==> config.mk <==
export PLATFORM = sky130hd
export DESIGN_NAME = button_debouncer
export DESIGN_NICKNAME = d
export VERILOG_FILES = /design/src/rtl/audipus_pkg.sv /design/src/rtl/debounce_channel.sv /design/src/rtl/button_debouncer.sv
export SDC_FILE = /design/constraint.sdc
export NUM_CORES = 1
export LEC_CHECK = 0
export ABC_AREA = 1
export CAP_MARGIN = 15
export CORE_UTILIZATION = 43
export DETAILED_ROUTE_END_ITERATION = 7
export PLACE_DENSITY_LB_ADDON = 0.3
export SETUP_SLACK_MARGIN = 0.1
export SYNTH_ARGS = -nofsm -noshare
export SYNTH_HDL_FRONTEND = slang
export SYNTH_SLANG_ARGS = --single-unit
==> constraint.sdc <==
create_clock -name clk -period 1.9 [get_ports clk]
set_input_delay 0.38 -clock clk [delete_from_list [all_inputs] [get_ports clk]]
set_output_delay 0.38 -clock clk [all_outputs]
set_load 0.05 [all_outputs]
==> src/rtl/audipus_pkg.sv <==
// rtl/audipus_pkg.sv - shared button-input constants and long-press FSM encoding
//
// Purpose : constants shared by the button debouncer files.
//   lp_state_t      2-bit long-press FSM state type
//   LP_IDLE/DOWN/HELD  FSM states: released / held, timing / long event issued
//   BTN_ACTIVE_LOW  board buttons use pull-ups, so a pressed pin reads 0
package audipus_pkg;

    typedef logic [1:0] lp_state_t;

    localparam logic [1:0] LP_IDLE = 2'd0;
    localparam logic [1:0] LP_DOWN = 2'd1;
    localparam logic [1:0] LP_HELD = 2'd2;

    localparam bit BTN_ACTIVE_LOW = 1'b1;

endpackage

==> src/rtl/debounce_channel.sv <==
// rtl/debounce_channel.sv - one button channel: synchroniser, debounce, event pulses, long-press FSM
//
// Purpose : conditions a single raw button pin.
// Ports   :
//   clk          in   system clock, rising edge
//   reset_n      in   synchronous active-low reset
//   btn_raw      in   asynchronous raw pin
//   btn_level    out  debounced level, 1 = pressed
//   btn_press    out  1-cycle pulse when btn_level rises
//   btn_release  out  1-cycle pulse when btn_level falls
//   btn_long     out  1-cycle pulse LONG_CYCLES cycles after btn_press
module debounce_channel
    import audipus_pkg::*;
#(
    parameter int DEBOUNCE_CYCLES = 1_000_000,
    parameter int LONG_CYCLES     = 100_000_000,
    parameter bit ACTIVE_LOW      = BTN_ACTIVE_LOW
) (
    input  logic clk,
    input  logic reset_n,
    input  logic btn_raw,
    output logic btn_level,
    output logic btn_press,
    output logic btn_release,
    output logic btn_long
);

    localparam int DB_W   = $clog2(DEBOUNCE_CYCLES + 1);
    localparam int HOLD_W = $clog2(LONG_CYCLES + 1);

    localparam logic [DB_W-1:0]   DB_LAST   = DB_W'(DEBOUNCE_CYCLES - 1);
    localparam logic [HOLD_W-1:0] HOLD_LAST = HOLD_W'(LONG_CYCLES - 1);

    logic              sync_ff1;
    logic              sync_ff2;
    logic              sync;
    logic [DB_W-1:0]   db_cnt;
    logic [HOLD_W-1:0] hold_cnt;
    lp_state_t         lp_state;
    logic              accept;

    // Synchronised pin with polarity normalised: 1 = pressed.
    assign sync   = sync_ff2 ^ ACTIVE_LOW;

    // The level flips on the edge that completes DEBOUNCE_CYCLES consecutive
    // disagreeing samples.
    assign accept = (sync != btn_level) && (db_cnt == DB_LAST);

    always_ff @(posedge clk) begin
        if (!reset_n) begin
            // Synchroniser loads the released pin value so a button held
            // through reset is seen as a fresh press afterwards.
            sync_ff1    <= ACTIVE_LOW;
            sync_ff2    <= ACTIVE_LOW;
            db_cnt      <= '0;
            btn_level   <= 1'b0;
            btn_press   <= 1'b0;
            btn_release <= 1'b0;
            btn_long    <= 1'b0;
            hold_cnt    <= '0;
            lp_state    <= LP_IDLE;
        end else begin
            sync_ff1    <= btn_raw;
            sync_ff2    <= sync_ff1;
            btn_press   <= 1'b0;
            btn_release <= 1'b0;
            btn_long    <= 1'b0;

            if (sync == btn_level) begin
                db_cnt <= '0;
            end else if (accept) begin
                btn_level   <= sync;
                db_cnt      <= '0;
                btn_press   <= sync;
                btn_release <= ~sync;
            end else begin
                db_cnt <= db_cnt + DB_W'(1);
            end

            // The FSM keys off the accept condition rather than the registered
            // press pulse so btn_long lands exactly LONG_CYCLES after btn_press.
            case (lp_state)
                LP_IDLE: begin
                    if (accept && sync) begin
                        lp_state <= LP_DOWN;
                        hold_cnt <= '0;
                    end
                end
                LP_DOWN: begin
                    if (accept && !sync) begin
                        // Release wins over a long event due on the same edge.
                        lp_state <= LP_IDLE;
                        hold_cnt <= '0;
                    end else if (hold_cnt == HOLD_LAST) begin
                        btn_long <= 1'b1;
                        lp_state <= LP_HELD;
                    end else begin
                        hold_cnt <= hold_cnt + HOLD_W'(1);
                    end
                end
                LP_HELD: begin
                    if (accept && !sync) begin
                        lp_state <= LP_IDLE;
                        hold_cnt <= '0;
                    end
                end
                default: begin
                    lp_state <= LP_IDLE;
                    hold_cnt <= '0;
                end
            endcase
        end
    end

endmodule

==> src/rtl/button_debouncer.sv <==
// rtl/button_debouncer.sv - debounced levels and press/release/long events for board push-buttons
//
// Purpose : NUM_BTN independent debounce channels between the button pins
//           and the control logic.
// Ports   :
//   clk          in   system clock, rising edge
//   reset_n      in   synchronous active-low reset
//   btn_raw      in   [NUM_BTN] asynchronous raw button pins
//   btn_level    out  [NUM_BTN] debounced level, 1 = pressed
//   btn_press    out  [NUM_BTN] 1-cycle pulse when btn_level rises
//   btn_release  out  [NUM_BTN] 1-cycle pulse when btn_level falls
//   btn_long     out  [NUM_BTN] 1-cycle pulse when held LONG_CYCLES past press
module button_debouncer
    import audipus_pkg::*;
#(
    parameter int NUM_BTN         = 4,
    parameter int DEBOUNCE_CYCLES = 1_000_000,
    parameter int LONG_CYCLES     = 100_000_000,
    parameter bit ACTIVE_LOW      = BTN_ACTIVE_LOW
) (
    input  logic               clk,
    input  logic               reset_n,
    input  logic [NUM_BTN-1:0] btn_raw,
    output logic [NUM_BTN-1:0] btn_level,
    output logic [NUM_BTN-1:0] btn_press,
    output logic [NUM_BTN-1:0] btn_release,
    output logic [NUM_BTN-1:0] btn_long
);

    for (genvar i = 0; i < NUM_BTN; i++) begin : g_chan
        debounce_channel #(
            .DEBOUNCE_CYCLES (DEBOUNCE_CYCLES),
            .LONG_CYCLES     (LONG_CYCLES),
            .ACTIVE_LOW      (ACTIVE_LOW)
        ) u_chan (
            .clk         (clk),
            .reset_n     (reset_n),
            .btn_raw     (btn_raw[i]),
            .btn_level   (btn_level[i]),
            .btn_press   (btn_press[i]),
            .btn_release (btn_release[i]),
            .btn_long    (btn_long[i])
        );
    end

endmodule

Word level (Yosys, flattened, before mapping) --
Cells that the tools add are included.
Word-level totals: flip-flop bits (word level) 220, latch bits 0, RAM bits 0, memory bits (read-only) 0, logic and storage cells 185, memories kept 0
Operators by class: $add $sub $neg 8, $mul 0, div/mod/pow operators 0, magnitude comparators 0, equality and inequality tests 40, shift-type cells 0, muxes and demuxes 44, bitwise logic cells 17, reduce and logical (&&, ||, !) cells 40
Operators with widths (number):
- two-way mux 27 bit | 16
- one-hot mux 27 bit (3 select lines) | 4
- adder 27 x 1 -> 27 bit, second input constant | 4
- == test 27 bit, second input constant | 4
- adder 20 x 1 -> 20 bit, second input constant | 4
- == test 20 bit, second input constant | 4
- OR reduction 3 bit | 12
- two-way mux 2 bit | 16
- one-hot mux 2 bit (3 select lines) | 4
- AND reduction 3 bit | 8
- inverter 1 bit | 17
- != test 2 x 1 -> 1 bit, second input constant | 8
- logical AND 1 bit | 12
- != test 3 x 1 -> 1 bit, second input constant | 4
- != test 3 x 2 -> 1 bit, second input constant | 4
- == test 2 x 1 -> 1 bit, second input constant | 4
- == test 2 bit, second input constant | 4
- zero test 2 bit | 4
- AND reduction 2 bit | 4
- == test 1 bit | 4
- two-way mux 1 bit | 4
- != test 1 bit | 4

Logic depth before layout (Yosys ltp) --
depth in word-level cells 6, depth in mapped cells 14, mapped depth without buffers 13

Modules after synthesis --
Synthesis repeated with hierarchy kept, for this count alone.
Unflattened totals: cell total of the unflattened synthesis 2043, area total of the unflattened synthesis 12853.6 um2
Modules (own cells, without submodules):
- debounce_channel (g_chan[0].u_chan ...) | instances 3, cells an instance 517, area an instance 3209.3 um2
- debounce_channel (g_chan[3].u_chan) | instances 1, cells an instance 492, area an instance 3225.6 um2

Least setup slack after synthesis --
Ideal clock, no wire load.
path kind register to register, start point register g_chan[3].u_chan.db_cnt[0], end point register g_chan[3].u_chan.hold_cnt[26], setup time 0.114 ns, data arrival time 1.643 ns, data required time 1.786 ns, path slack 0.144 ns, cell stages (with the launch flop) 12, path buffers 1, clock period less this slack 1.756 ns, cell sequence dfxtp_1 -> ha_1 -> nand2_2 -> nor2_8 -> nand2_1 -> nor2_2 -> nand4_4 -> nand2_4 -> nand3_4 -> buf_6 -> a21oi_1 -> nor2_1
Between the ends: longest elaborated chain between the ends 5
Ends and longest elaborated chain:
- start: declaration | line debounce_channel.sv:37 | logic [DB_W-1:0] db_cnt;
- start signal: assignment | line debounce_channel.sv:77 | db_cnt <= db_cnt + DB_W'(1);
- == test 20 bit (*) | line debounce_channel.sv:47 | assign accept = (sync != btn_level) && (db_cnt == DB_LAST);
- logical AND 1 bit (*) | line debounce_channel.sv:47
- logical AND 1 bit (on tied branches) | line debounce_channel.sv:90, debounce_channel.sv:102, debounce_channel.sv:84
- != test 3 x 2 -> 1 bit (no line) (tied with other cells)
- AND reduction 3 bit (no line) / one-hot mux 27 bit (3 select lines) (equally long branches)
- end signal: assignment | line debounce_channel.sv:98 | hold_cnt <= hold_cnt + HOLD_W'(1);
- end: declaration | line debounce_channel.sv:38 | logic [HOLD_W-1:0] hold_cnt;
Mark *: on every way between the ends. The rest lies on a longest branch, timed or not. A chain may end at the register's enable or synchronous reset.

Final worst setup path --
start point register g_chan[3].u_chan.hold_cnt[1], end point register g_chan[3].u_chan.hold_cnt[19]
Between the ends: longest elaborated chain between the ends 4
Ends and longest elaborated chain:
- adder 27 x 1 -> 27 bit | line debounce_channel.sv:98
- two-way mux 27 bit | line debounce_channel.sv:94 | end else if (hold_cnt == HOLD_LAST) begin
- two-way mux 27 bit | line debounce_channel.sv:90 | if (accept && !sync) begin
- one-hot mux 27 bit (3 select lines) | line debounce_channel.sv:82 | case (lp_state)
Parallel ways exist; a longest one is shown, timed or not. The select of a mux whose other input is x is not followed.

==> key figures <==
Power
  • Reported leakage power: 6.39 nW
  • Total Power: 10.7 mW
  • Power Dens Cells: 655 mW/mm2
  • Highest ir drop seen on vdd: 0.599 mV

Floorplan
  • Top Ports: 22
  • Number of placement rows: 63
  • Die ar.: 0.0311 mm2
  • CORE AREA: 0.0298 mm2
  • Initial Utilization: 43.9%
  • Width of the chip: 176 um
  • Height of the die: 176 um

Timing
  • Least-Margin Pin Slew: 0.516 ns
  • Post-route clock period utilization: 93.9%
  • Shortest period the worst path allows: 1.78 ns
  • Final count of pins violating max slew: 0
  • Setup violation total in the final timing report: 0
  • Max-Slew Margin vs Limit: 65.7%
  • Endpoints failing hold: 0
  • Worst Clk Skew: 0.0116 ns
  • RSZ-0062 raised after global routing: true
  • Fmax: 560 MHz
  • Hold_ws: 0.294 ns

GRT
  • Number of antenna violations at the first check in global routing: 0
  • Total gr overflow: 0
  • GR Util All Layers: 22.4%
  • Pin count of the biggest net entering global routing: 44
  • Number of global-route vias before repair: 12600
  • Global-route wire length before repair: 58700 um

CTS
  • Skew-Pair Late Insertion Delay: 0.53 ns
  • Worst-case clock buffer depth: 3
  • Clock Tree Root: clkbuf_16
  • CTS tree: built
  • Total CTS buffers: 27
  • Clock transition at path regs: 0.06 ns
  • Clock tree sinks: 220
  • Total number of H-tree levels: 1
  • Post-cts hold buffer count: 0

Setup path
  • Count of buffer and inverter cells on the critical path: 0
  • Path depth of the worst reg2reg path: 11
  • Delay contributed by the slowest stage of the critical path: 0.36 ns
  • Critical Path Most Common Cell: nand2_2
  • CP startpoint: g_chan[3].u_chan.hold_cnt[1]$_SDFFE_PN0P_
  • R2R Path Start: g_chan[3].u_chan.hold_cnt[1]$_SDFFE_PN0P_
  • Setup slack of the worst register-to-register path: 0.12 ns
  • Endpoint arrival time on the critical path: 2.25 ns
  • Data required time at the worst endpoint: 2.36 ns
  • Critical Path, Cell by Cell: ha_4 -> nand2_4 -> nor2_4 -> nand2_2 -> nor2_2 -> nand2_2 -> nor2_4 -> nand2_8 -> nand3_4 -> nand2_2 -> a21oi_2
  • Critical path endpoint category: register
  • Top Family by Delay on Critical Path: simple AND/OR/NAND/NOR gates
  • Slowest cell on the critical path: dfxtp_4
  • Worst-path fanout max: 6
  • Crit Path Class: register to register
  • Capture instance of the worst register-to-register path: g_chan[3].u_chan.hold_cnt[19]$_SDFFE_PN0P_
  • Startpoint types: register

Layout
  • Filler cell count in the final layout: 2820
  • Final net count: 2246
  • Ratio of cells with drive above 1 in the final layout: 20.3%
  • Most used cells in the layout excluding fill and tap cells: nand2_1, nor2_1, inv_1, dfxtp_1, nand3_1
  • Post-route design area: 0.0164 mm2
  • Antenna Diode Count: 0
  • Most common library cell in the layout ignoring fill and taps: nand2_1
  • Area growth from synthesis to layout: 25.4%
  • Post-layout utilization of the core: 55.0%

Logic synthesis
  • Dominant cells by area after synthesis: dfxtp_1, nand2_1, nor2_1
  • Commonest register cell after synthesis: dfxtp_1
  • Cell count after synthesis: 2096
  • Proportion of register bits with asynchronous set or reset after synthesis: 0%
  • Cell area after synthesis: 0.0131 mm2
  • Number of enable-type register cells in the synthesized netlist: 0
  • Mean instance size in the synthesized netlist: 6.24 um2
  • Number of synthesized register bits: 220
  • Part of the Yosys area used for sequential elements: 33.7%
  • Biggest area consumer among synthesized cells: dfxtp_1
  • Number of synthesis warnings: 0
  • Area share of the leading cell type in the synthesized netlist: 33.7%
  • Syn nets: 2110
  • Yosys cell types: 45

Worst hold path
  • End point of the worst hold path: g_chan[3].u_chan.hold_cnt[18]$_SDFFE_PN0P_
  • Cell count of the worst hold path: 4
  • Type of the worst min-delay path: input port to register
  • Hold path start: reset_n

Placement
  • Sum of net half-perimeters after detailed placement: 24500 um
  • Number of port buffers: 21
  • Weighted congestion reported at the end of routability-driven placement: 0.923
  • Placed Area: 0.0141 mm2

Route
  • Final ANT Viol Nets: 0
  • Detailed-router iteration count before antenna repair: 8
  • WL per Instance: 13.8 um
  • DRC violation total after the first TritonRoute iteration: 1066
  • DRC: 0
  • Wire length reported by the detailed router: 36400 um
  • Total via count in the routed design: 13900
  • Number of vias per cell after detailed routing: 5.26

Job
  • # Max-Cap Violations: 0

Outcome
  • Run status: finished clean
==> logic make-up after synthesis <==
logic type	after synthesis	share of synthesized area, %
AO/OA/AOI/OAI	184	7.80
XOR/XNOR	26	1.74
adder cells (fa/ha/maj)	8	0.766
buffers and inverters	352	11.4
flip-flops	220	33.7
AND/OR/NAND/NOR	1306	44.6
==> cells in the mapped netlist, drive strengths merged, types with 6 or more instances <==
master  number
nand2      569
nor2       377
inv        288
dfxtp      220
nand3      140
a21oi      112
nand4       96
nor3        72
buf         43
o21ai       33
or2         26
clkbuf      17
xor2        17
o211ai      15
nand3b       9
nor3b        9
xnor2        9
a211oi       8
ha           8
o21a         6
==> per-layer routing <==
layer	global-route usage, %	part of all wire [%]	vias to the layer above
li1	-	-	6975
met1	29.6	45	6456
met2	37.9	47	399
met3	2.69	5.2	67
met4	7.00	2.5	0
met5	0	0	-
==> tightest hold or removal path: stages <==
cell and delay (ns):
buf_2 0.13, buf_12 0.15, nand2_1 0.07, nor2_1 0.04
==> what timing repair did <==
action                     4_1_cts  5_1_grt
resized for setup               56      211
pin swaps                       23       71
setup buffers                   16       21
setup endpoints to repair      125      152
gates cloned                     5        9
==> flip-flops by register name, summed over array words and instances (netlist names) <==
| signal | flops |
|---|---|
| g_chan.u_chan.sync_ff1 | 4 |
| g_chan.u_chan.btn_level | 4 |
| g_chan.u_chan.db_cnt | 80 |
| g_chan.u_chan.lp_state | 8 |
| g_chan.u_chan.btn_long | 4 |
| g_chan.u_chan.hold_cnt | 108 |
| g_chan.u_chan.btn_press | 4 |
| g_chan.u_chan.btn_release | 4 |
| g_chan.u_chan.sync_ff2 | 4 |
==> worst max path at each step <==
stage | depth (start not counted) | end | slack, ns
floorplan | 11 | g_chan[3].u_chan.hold_cnt[26]$_SDFFE_PN0P_ | 0.14
global placement | 10 | g_chan[2].u_chan.hold_cnt[26]$_SDFFE_PN0P_ | 0.04
detailed placement | 10 | g_chan[2].u_chan.hold_cnt[0]$_SDFFE_PN0P_ | -0.04
CTS | 12 | g_chan[2].u_chan.hold_cnt[22]$_SDFFE_PN0P_ | 0.07
global route | 13 | g_chan[3].u_chan.hold_cnt[14]$_SDFFE_PN0P_ | 0.005
finish | 11 | g_chan[3].u_chan.hold_cnt[19]$_SDFFE_PN0P_ | 0.12
==> layout make-up <==
class / count / area [um2] / area share [%]
flip-flops and latches: 220 / 4460 / 27.2
clock inverters: 9 / 150 / 0.916
inverters: 292 / 1110 / 6.78
clock buffers: 39 / 811 / 4.95
well taps: 390 / 488 / 2.98
repair buffers: 158 / 1390 / 8.50
multi-input cells: 1533 / 7980 / 48.7
==> power breakdown <==
| group | internal [mW] | switching [mW] |
|---|---|---|
| Sequential | 4.66 | 0.0458 |
| Clock | 3.48 | 2.02 |
| Combinational | 0.191 | 0.344 |
| Total | 8.33 | 2.41 |
==> metrics by stage <==
stage               TNS, ns  setup WS (ns)  std cells
finish                    0          0.115       2641
detailed placement   -0.181        -0.0420       2542
CTS                       0         0.0696       2611
global placement          0         0.0391       2542
floorplan                 0          0.144       2096
global route              0        0.00535       2641
No activity file was read; power rests on OpenSTA's default activity.
